`config.mk`:
```
export PLATFORM = sky130hd
export DESIGN_NAME = tia_phase_gen
export DESIGN_NICKNAME = d
export VERILOG_FILES = /design/src/rtl/tia_phase_gen.sv
export SDC_FILE = /design/constraint.sdc
export NUM_CORES = 1
export LEC_CHECK = 0
export CORE_AREA = 2 2 39 41
export DETAILED_ROUTE_END_ITERATION = 12
export DIE_AREA = 0 0 41 43
export GPL_TIMING_DRIVEN = 0
export PLACE_DENSITY = 0.45
export SYNTH_ARGS = -nofsm -noshare
export SYNTH_HDL_FRONTEND = slang
export SYNTH_SLANG_ARGS = --single-unit
export TNS_END_PERCENT = 30
```
`constraint.sdc`:
```
create_clock -name clk -period 2.32 [get_ports clk]
set_input_delay 0.696 -clock clk [delete_from_list [all_inputs] [get_ports clk]]
set_output_delay 0.696 -clock clk [all_outputs]
set_load 0.1 [all_outputs]
```
`src/rtl/tia_phase_gen.sv`:
```
`default_nettype none
// ============================================================================
// Module   : tia_phase_gen
// Brief    : Two-phase, non-overlapping strobe generator. Each DIV-clock
//            period it gives one phi1 strobe (D2 s1, evaluate) and one phi2
//            strobe (D2 s2, transfer). There is one phi1 to phi2 gap of DIV/2
//            clocks. The block supports freeze (en low) and a resync that
//            restarts the period. phi2 is never followed directly by phi1.
// Ports    : clk     in  1      colour clock, rising edge
//            reset_n in  1      asynchronous active-low reset
//            en      in  1      run enable; low freezes count, drops strobes
//            resync  in  1      synchronous period restart request
//            phi1    out 1      evaluate strobe (cnt==0 while running)
//            phi2    out 1      transfer strobe (cnt==DIV/2 while running)
//            phase   out CNT_W  current counter value
//            period  out 1      start-of-period pulse, same as phi1
// Params   : DIV must be even and >= 4; 2**CNT_W must be >= DIV.
// Revision : 1.0 - initial release
// ============================================================================
module tia_phase_gen #(
    parameter int DIV   = 4,
    parameter int CNT_W = 2
) (
    input  logic             clk,
    input  logic             reset_n,
    input  logic             en,
    input  logic             resync,
    output logic             phi1,
    output logic             phi2,
    output logic [CNT_W-1:0] phase,
    output logic             period
);

    localparam logic [CNT_W-1:0] c_zero = '0;
    localparam logic [CNT_W-1:0] c_one  = CNT_W'(1);
    localparam logic [CNT_W-1:0] c_last = CNT_W'(DIV - 1);
    localparam logic [CNT_W-1:0] c_half = CNT_W'(DIV / 2);

    logic [CNT_W-1:0] r_cnt;
    // A resync that arrives while frozen is remembered here. The first
    // enabled edge then lands on cnt==0 and does not step past it.
    logic             r_restart;
    // The strobe flops hold run & decode(cnt). Because run <= en, the
    // decode of the next count is registered together with en.
    logic             r_phi1;
    logic             r_phi2;

    logic [CNT_W-1:0] w_cnt_nxt;
    logic             w_restart_nxt;

    always_comb begin
        w_cnt_nxt     = r_cnt;
        w_restart_nxt = r_restart;
        if (!en) begin
            if (resync) begin
                w_cnt_nxt     = c_zero;
                w_restart_nxt = 1'b1;
            end
        end else if (resync || r_restart) begin
            // Restarting out of the phi2 slot must pass through one dead
            // clock (DIV-1). Otherwise phi1 would sit right after phi2.
            w_cnt_nxt     = (resync && (r_cnt == c_half)) ? c_last : c_zero;
            w_restart_nxt = 1'b0;
        end else begin
            w_cnt_nxt = (r_cnt == c_last) ? c_zero : (r_cnt + c_one);
        end
    end

    always_ff @(posedge clk or negedge reset_n) begin
        if (!reset_n) begin
            r_cnt     <= c_last;
            r_restart <= 1'b0;
            r_phi1    <= 1'b0;
            r_phi2    <= 1'b0;
        end else begin
            r_cnt     <= w_cnt_nxt;
            r_restart <= w_restart_nxt;
            r_phi1    <= en && (w_cnt_nxt == c_zero);
            r_phi2    <= en && (w_cnt_nxt == c_half);
        end
    end

    assign phi1   = r_phi1;
    assign phi2   = r_phi2;
    assign period = r_phi1;
    assign phase  = r_cnt;

endmodule
`default_nettype wire

```
==> results by group, run 1 <==
Clock tree
  – # Post-CTS Setup Buffers: 0
  – H-tree depth: 1
  – Clock Path Buffers: 2
  – CTS tree: built
  – Cts hold-fix bufs: 0
  – Clock tree sinks: 5
  – Clk_lat worst skew: 0.24 ns
  – Root Driver: clkbuf_4
  – CTS clk-pin slew, worst paths: 0.04 ns
  – Cts bufs inserted: 3

Pwr
  – Flop pwr share: 0.315
  – Power Total: between 300 and 400 µW
  – Net Sw Frac: 0.425
  – Comb power frac: 0.389
  – P_leak: roughly 0.00018 µW
  – Max VDD drop: 0.233 mV
  – Clock network power share: 0.296
  – Internal Power: between 200 and 250 µW
  – NetSw: about 150 µW
  – Power Dens Cells: roughly 900 mW/mm²

Yosys
  – Xor and xnor area share after synthesis: 0
  – Most common library cells after synthesis: dfrtp_1, dfstp_2, ha_1, nor2_1
  – Synth warn: 0
  – Async SR Flop Fraction: 1.00
  – Largest cells by area after synthesis: dfrtp_1, dfstp_2, ha_1, nor4_4, nor3b_2
  – Sequential area share after synthesis: 0.474
  – Avg Synthesized Cell Area: about 13 µm²
  – Synth Instances: 21
  – Largest family of logic cells by synthesized area: simple AND/OR/NAND/NOR gates
  – Synthesized flop and latch total: 5
  – Simple-Gate Fraction of Synth Area: 0.288
  – Synth Area in Adders: 0.0930
  – Synth top area share: 0.279
  – Syn nets: 27
  – Synth Cell Area: between 200 and 300 µm²
  – Synth cell types: 16
  – Yosys top cell by area: dfrtp_1
  – Post-synth EDFFs: 0
  – Most used DFF post-synth: dfrtp_1
  – Compound-Gate Fraction of Synth Area: 0.102
  – Mux contribution to synthesized area: 0
  – Count leader, synth: dfrtp_1

Critical path
  – Worst setup SP type: register
  – Family with the most delay on the worst path: buffers and inverters
  – Crit-path cells: buf_4 -> dlygate4sd2_1
  – WP data arrival: about 1.5 ns
  – Worst Path Required: roughly 1.6 ns
  – CP Class: register to output port
  – Largest stage delay, worst path: about 0.83 ns
  – Slowest cell on the critical path: dlygate4sd2_1
  – CP endpoint kind: output port
  – CP bufs+invs: 2
  – CP Max Fanout: 2

Placement
  – Buffers on Ports: 8
  – Setup slack at placement: -0.0938 ns
  – Detailed placement HPWL: between 300 and 400 µm
  – Routability congestion estimate: between 0.7 and 0.8
  – Post-Place Cells: between 40 and 50

GRT
  – Congestion Overflow GR: 0
  – Initial antenna violation count: 0
  – Total GRT Usage: 0.0746
  – Vias in the first global route: ~200
  – First-pass GRT wire length: 779 µm
  – Largest net degree at the start of global routing: 8

Die
  – Die Height: around 43 µm
  – Core footprint: 0.00138 mm²
  – Number of placement rows: 14
  – # IOs: 9
  – Initial Utilization: 0.194
  – Die ar.: between 0.0015 and 0.002 mm²
  – Chip width: 41 µm

STA
  – Setup TNS: 0 ns
  – Slew margin rel.: 0.363
  – Max frequency: 453 MHz
  – Measured slew at the worst slew-check pin: ~0.96 ns
  – Period utilization: 0.951
  – Worst Clk Skew: approximately 0.00084 ns
  – Max-slew violation count: 0
  – Final Setup Violations: 0
  – RSZ-0062 raised after global routing: false
  – Final hold vios: 0
  – Minimum clock period: 2.21 ns
  – Final WS setup: ~0.11 ns
  – Min Hold Slack: between 0.6 and 0.7 ns

Detailed routing
  – DRC viols: 0
  – Routed WL: a little under 500 µm
  – Wire length per cell: 10.0 µm
  – Via count: between 150 and 200
  – First-pass DRT Iterations: 4
  – Initial DRC count: 1
  – Routed Antenna Nets: 0
  – Via density: about 4.0

Cells and area
  – Net total in the final layout: 40
  – Non-Filler Instances: approximately 50
  – Antenna Cells: 0
  – Share of cells above drive strength 1: 0.394
  – Area grow syn2layout: 44.2%

Run status
  – Status: completed

Flow run
  – Max_cap viols: 0

Worst hold path
  – HP Class: register to register
==> cells in the final DEF, fill, tap and decap left out, types with 2 or more instances in the layout <==
cell             count
clkbuf_4             3
clkdlybuf4s50_1      3
dlygate4sd2_1        3
dfrtp_1              3
nor2_1               2
ha_1                 2
dfstp_2              2
==> power by group through the flow <==
| stage | sequential, µW | clock (µW) | combinational [µW] |
|---|---|---|---|
| 2_1_floorplan | 171 | 0 | 49.5 |
| 3_3_place_gp | 111 | 0 | 144 |
| 3_5_place_dp | 111 | 0 | 144 |
| 4_1_cts | 110 | 108 | 138 |
| 5_1_grt | 112 | 118 | 142 |
| 6_report | 110 | 103 | 136 |
==> timing repair <==
item | CTS | global route
resized for setup | 8 | 1
hold endpoints to repair | 0 | 0
endpoints found under the setup margin | 5 | 1
==> cell families (layout without fill, tap and decap cells) <==
| family | after synthesis | count (layout) |
|---|---|---|
| AOI/OAI and AO/OA | 3 | 3 |
| adders and majority gates | 2 | 2 |
| buffers and inverters | 2 | 14 |
| DFF | 5 | 5 |
| and+or+nand+nor | 9 | 9 |
==> worst min-delay path, cell delays in order (launching register included) <==
cell and delay (ns):
dfrtp_1 0.41, nor2_1 0.07, nor2_1 0.09
==> worst paths after layout <==
check                          start   endpoint  slack (ns)  depth (start not counted)
max                           period       phi1        0.11                          2
min                        r_restart  r_restart        0.61                          2
max reg2reg                 phase[0]       phi2        0.95                          4
min reg2reg                r_restart  r_restart        0.61                          2
max in group asynchronous    reset_n   phase[1]        1.39                          1
min in group asynchronous    reset_n       phi2        0.67                          1
==> state kept, by name, indices dropped and copies added, names as in the netlist <==
signal	flops
phi2	1
phase	2
period	1
r_restart	1
==> metrics by stage <==
stage / area (µm²) / util
5_1_grt: 388 / 0.280
4_1_cts: 393 / 0.284
3_3_place_gp: 369 / 0.267
3_5_place_dp: 369 / 0.267
6_report: 388 / 0.280
2_1_floorplan: 269 / -
==> per-layer routing <==
| metal | share of wire | track usage |
|---|---|---|
| met5 | 0 | 0 |
| met4 | 0.043 | 0.0800 |
| met2 | 0.45 | 0.0938 |
| met1 | 0.44 | 0.0749 |
| met3 | 0.065 | 0.0471 |
==> layout make-up <==
| type | count | area [µm²] |
|---|---|---|
| buffer | 1 | 7.51 |
| inverter | 1 | 3.75 |
| fill | 147 | 996 |
| timing repair buffer | 8 | 72.6 |
| tap | 16 | 20.0 |
| multi-input combinational | 14 | 130 |
| clock buffer | 4 | 26.3 |
| sequential | 5 | 128 |
No activity file was read; power rests on OpenSTA's default activity.
==> inputs of run 2 (changes only) <==
--- a/config.mk
+++ b/config.mk
@@ -5,11 +5,14 @@
 export SDC_FILE = /design/constraint.sdc
 export NUM_CORES = 1
 export LEC_CHECK = 0
+export ABC_AREA = 1
+export CELL_PAD_IN_SITES_DETAIL_PLACEMENT = 1
+export CELL_PAD_IN_SITES_GLOBAL_PLACEMENT = 1
 export CORE_AREA = 2 2 39 41
 export DETAILED_ROUTE_END_ITERATION = 12
 export DIE_AREA = 0 0 41 43
 export GPL_TIMING_DRIVEN = 0
-export PLACE_DENSITY = 0.45
+export PLACE_DENSITY = 0.54
 export SYNTH_ARGS = -nofsm -noshare
 export SYNTH_HDL_FRONTEND = slang
 export SYNTH_SLANG_ARGS = --single-unit
==> constraint.sdc (replaced) <==
create_clock -name clk -period 2.6 [get_ports clk]
set_input_delay 0.78 -clock clk [delete_from_list [all_inputs] [get_ports clk]]
set_output_delay 0.78 -clock clk [all_outputs]
set_load 0.1 [all_outputs]
==> results by group, run 2 <==
Run status
  – Status: completed

Critical path
  – WP data arrival: ~1.7 ns
  – CP Class: register to output port
  – Crit-path cells: clkdlybuf4s50_1
  – Family with the most delay on the worst path: buffers and inverters
  – Slowest cell on the critical path: clkdlybuf4s50_1
  – CP endpoint kind: output port
  – CP bufs+invs: 1
  – Worst Path Required: ~1.8 ns
  – Worst setup SP type: register
  – CP Max Fanout: 2
  – Largest stage delay, worst path: around 1.1 ns

Flow run
  – Max_cap viols: 0

Yosys
  – Yosys top cell by area: dfrtp_1
  – Count leader, synth: nand2_1
  – Synth warn: 0
  – Synth Cell Area: around 250 µm²
  – Async SR Flop Fraction: 1.00
  – Largest cells by area after synthesis: dfrtp_1, dfstp_2, nand2_1, ha_1, nand3_1
  – Most used DFF post-synth: dfrtp_1
  – Synth cell types: 10
  – Syn nets: 35
  – Synth top area share: 0.303
  – Synthesized flop and latch total: 5
  – Avg Synthesized Cell Area: 8.54 µm²
  – Sequential area share after synthesis: 0.515
  – Most common library cells after synthesis: nand2_1, inv_1, nor2_1
  – Post-synth EDFFs: 0
  – Synth Instances: 29

Detailed routing
  – Routed WL: between 500 and 600 µm
  – Wire length per cell: around 9.7 µm
  – Via count: 216
  – First-pass DRT Iterations: 1
  – Initial DRC count: 0
  – Via density: around 3.8
  – DRC viols: 0
  – Routed Antenna Nets: 0

STA
  – Final hold vios: 0
  – RSZ-0062 raised after global routing: false
  – Measured slew at the worst slew-check pin: 0.962 ns
  – Final Setup Violations: 0
  – Max frequency: roughly 400 MHz
  – Period utilization: 0.954
  – Max-slew violation count: 0
  – Setup TNS: 0 ns
  – Slew margin rel.: 0.357
  – Minimum clock period: between 2 and 2.5 ns
  – Worst Clk Skew: between 0.01 and 0.015 ns
  – Min Hold Slack: between 0.5 and 0.6 ns

Clock tree
  – CTS tree: built
  – H-tree depth: 1
  – Clock Path Buffers: 2
  – Clock tree sinks: 5
  – CTS clk-pin slew, worst paths: ~0.050 ns
  – Root Driver: clkbuf_4
  – Cts bufs inserted: 3
  – Clk_lat worst skew: 0.25 ns

GRT
  – First-pass GRT wire length: roughly 920 µm
  – Congestion Overflow GR: 0
  – Total GRT Usage: 0.0895
  – Vias in the first global route: 239
  – Largest net degree at the start of global routing: 6
  – Initial antenna violation count: 0

Cells and area
  – Net total in the final layout: 48
  – Area grow syn2layout: 51.0%
  – Max reg flops: 2
  – Share of cells above drive strength 1: 0.195
  – Antenna Cells: 0
  – Highest-count cells in the layout ignoring fill and taps: nand2_1, clkdlybuf4s50_1, inv_1, nor2_1
  – Commonest non-fill, non-tap cell in the layout: nand2_1
  – Final-layout fill cell count: ~170

Die
  – Number of placement rows: 14
  – Core footprint: 0.00138 mm²
  – Initial Utilization: 0.179
  – # IOs: 9
  – Die Height: 43 µm
  – Die ar.: about 0.0018 mm²
  – Chip width: just over 40 µm

Placement
  – Buffers on Ports: 8
  – Routability congestion estimate: between 0.7 and 0.8
  – Detailed placement HPWL: around 440 µm

Worst hold path
  – HP Class: register to register

Pwr
  – Power Dens Cells: between 700 and 800 mW/mm²
  – P_leak: 0.000212 µW
  – Max VDD drop: slightly above 0.2 mV
==> run 2: changes by cell type after synthesis, moves of 2 or more <==
cell     previous run  this run
inv_1               1         4
nand2_1             0         8
nand3_1             0         3
nor2_1              2         4
==> run 2: layout make-up <==
class	count	area [µm²]	area share
clock buffer	4	26.3	0.0702
inverter	4	15.0	0.0401
multi-input combinational	19	97.6	0.261
sequential	5	128	0.341
tap	16	20.0	0.0535
timing repair buffer	8	80.1	0.214
buffer	1	7.51	0.0201
==> run 2: per-layer routing <==
metal  global-route usage  vias up  wire length [µm]
met5                    0        -                 0
met2                0.128        5               292
li1                     -      110                 -
met4                0.100        0                 4
met1               0.0777       99               209
met3               0.0471        2                46
==> run 2: cells by family (layout without fill, tap and decap cells) <==
group | count (synthesis) | after routing | synth area share
AND/OR/NAND/NOR | 17 | 17 | 0.293
flip-flops | 5 | 5 | 0.515
buffers and inverters | 5 | 17 | 0.0909
adder cells (fa/ha/maj) | 2 | 2 | 0.101
==> run 2: power by group <==
part,internal (µW),total [µW],switching (µW)
logic,22.9,95.6,72.7
registers,86.8,91.7,4.84
clock network,58.2,93.3,35.1
==> run 2: per-stage QoR <==
| step | instances | worst slack, ns | instance area (µm²) | total power [µW] | util |
|---|---|---|---|---|---|
| finish | 57 | 0.119 | 374 | 281 | 0.270 |
| floorplan | 29 | 0.496 | 248 | 166 | - |
| global route | 57 | 0.0868 | 374 | 299 | 0.270 |
| detailed placement | 53 | 0.128 | 348 | 192 | 0.251 |
| CTS | 57 | 0.0124 | 372 | 289 | 0.269 |
| global placement | 53 | 0.131 | 348 | 191 | 0.251 |
==> run 2: path summary, 6_finish.rpt <==
| path | start | end | slack (ns) | depth (start not counted) |
|---|---|---|---|---|
| min in group asynchronous | reset_n | r_restart | 0.76 | 1 |
| max in group asynchronous | reset_n | phase[0] | 1.57 | 1 |
| min | r_restart | r_restart | 0.51 | 2 |
| min reg2reg | r_restart | r_restart | 0.51 | 2 |
| max | period | period | 0.12 | 1 |
| max reg2reg | phase[0] | phi2 | 1.30 | 7 |
==> run 2: what timing repair did <==
action | in CTS | in global routing
pin swaps | 0 | 0
gates resized for setup | 2 | 1
endpoints found under the setup margin | 2 | 1
buffers inserted | 0 | 0
hold buffers | 0 | 0
==> variant (flow settings as in run 2) <==
The parameter `CNT_W` goes from 2 to 4. Comments in the files are not updated.
--- a/src/rtl/tia_phase_gen.sv
+++ b/src/rtl/tia_phase_gen.sv
@@ -19,7 +19,7 @@
 // ============================================================================
 module tia_phase_gen #(
     parameter int DIV   = 4,
-    parameter int CNT_W = 2
+    parameter int CNT_W = 4
 ) (
     input  logic             clk,
     input  logic             reset_n,
Ports: changed (resized phase); port bits go from 9 to 11. The function was not compared with the original's and may differ.
==> variant against run 2 <==
Area after synthesis increased by 77%; via count up 97%; synthesized cell count increased by 110%; critical path depth is the same; highest routed layer is now met3; non-clock buffer count increased by 2; final area grew 55%; clock power up 7%; sequential share of layout area decreased by 3.5 points; sequential cell count rose by 2; power increased by 20%; setup slack worse by 13 ps; wire length increased by 88%; clock skew down 2.3 ps.
==> variant: results <==
metrics = {
    "synthesis": {
        "synth-main-ff-cell": "dfrtp_1",
        "yosys-top-cells-count": "11 x nand2_1, 11 x nor2_1, 9 x inv_1, 9 x nand3_1, 5 x dfrtp_1",
        "synth.distinct_cells": 17,
        "ys_seq_area_share_pct": 40.6,
        "synthCells": 61,
        "synthXorXnorAreaFrac_pct": 0,
        "synth_compound_area_share_pct": 4.86,
        "async_flop_share_pct": 100,
        "syn-num-nets": 67,
        "ys_top_cells_by_area": "dfrtp_1 29%, dfstp_2 12%, nand3_1 10%, nand2_1 9.4%, nor2_1 9.4%",
        "synth-adder-area-share_pct": 5.71,
        "yosysWarnings": 0,
        "synthMuxAreaShare_pct": 0,
    },
    "global_route": {
        "antenna_found_initial": 0,
        "grt_max_degree": 9,
        "grt_pass1_vias": 427,
        "grt_pass1_wl_mm": 1.86,
        "grt_usage_pct": 16.0,
    },
    "timing": {
        "fin_skew_ps": 7.66,
        "timing.slew.headroom_pct": 35.0,
    },
    "detailed_routing": {
        "wl_mm": 1.04,
        "drtPass1Iterations": 4,
        "viasPerCell": 4.67,
        "vias": 425,
        "drtIter0Drc": 2,
    },
    "power_and_ir_drop": {
        "p_leak_nw": 0.323,
        "sw_frac_of_total_pct": 39.6,
        "p_seq_share_pct": 37.5,
        "vdd_ir_drop_max_mv": 0.287,
        "power_density_nw_per_um2": 580,
        "p_clk_share_pct": 29.8,
    },
    "finish": {
        "fillers": 188,
        "nNetsFinal": 82,
        "drive_gt1_share_pct": 18.7,
        "antenna_cells": 0,
        "largest_register_ffs": 4,
    },
    "placement": {
        "hpwl_um": 883,
        "port_buffers": 10,
        "dp_cells": 87,
        "gp_congestion": 0.640,
    },
    "critical_path": {
        "critical_path_arrival_ps": 1710,
        "cp_max_fo": 2,
        "timing.rr.start": "phase[0]",
        "slowest_stage": "clkdlybuf4s50_1",
        "critPathLaunch": "period",
        "critPathTopFamily": "buffers and inverters",
        "critPathMaxStageDelay_ps": 1130,
    },
    "clock_network": {
        "cts-buffers-inserted": 3,
        "clk_pin_slew_worst_paths_ps": 60,
        "cts_root_buf": "clkbuf_4",
        "clk_latency_ps": 250,
        "clk_path_buf_depth": 2,
        "htree_levels": 1,
    },
    "hold_path": {
        "hold_start": "phase[1]",
        "hold_path_class": "reg2reg",
    },
    "outcome": {
        "outcome": "complete, no violations",
    },
}
## variant: cell count changes in the layout (fill, tap and decap cells not counted), moves of 2 or more
cell,before,now
nand2_1,8,11
inv_2,0,3
nand3_1,3,9
nor2_1,4,11
dfrtp_1,3,5
inv_1,4,9
## variant: path summary, 6_finish.rpt
kind / endpoint / slack [ps] / depth (start not counted)
worst min-delay path: phase[1] / 530 / 2
worst min register to register: phase[1] / 530 / 2
worst max-delay path: period / 110 / 1
worst max register to register: phi2 / 1000 / 7
max in group asynchronous: phase[0] / 1530 / 1
min in group asynchronous: r_restart / 790 / 1
## variant: layout make-up
| cell class | count | area, sq um | area share (%) |
|---|---|---|---|
| Buffer | 1 | 7.51 | 1.29 |
| Clock buffer | 4 | 26.3 | 4.53 |
| Inverter | 13 | 48.8 | 8.41 |
| Multi-Input combinational cell | 40 | 204 | 35.1 |
| Sequential cell | 7 | 178 | 30.6 |
| Tap cell | 16 | 20.0 | 3.45 |
| Timing Repair Buffer | 10 | 96.3 | 16.6 |
## variant: timing repair
action / CTS / global route
resized for setup: 4 / 1
endpoints found under the setup margin: 4 / 1
gates cloned: 0 / 0
buffers inserted: 0 / 0
hold endpoints to repair: 0 / 0
## variant: routing by layer
metal	part of all wire, %	global-route usage [%]	vias up
met2	54	24.4	10
met5	0	0	-
met3	3.4	4.71	0
li1	-	-	214
met4	0	8.00	0
met1	43	19.6	201
## variant: metrics by stage
stage	instance area, sq um	setup slack, ps	util [%]
after detailed placement	558	93.8	40.3
after CTS	578	22.4	41.8
after global routing	581	54.1	42.0
after floorplan	438	496	-
final	581	106	42.0
after global placement	558	91.6	40.3
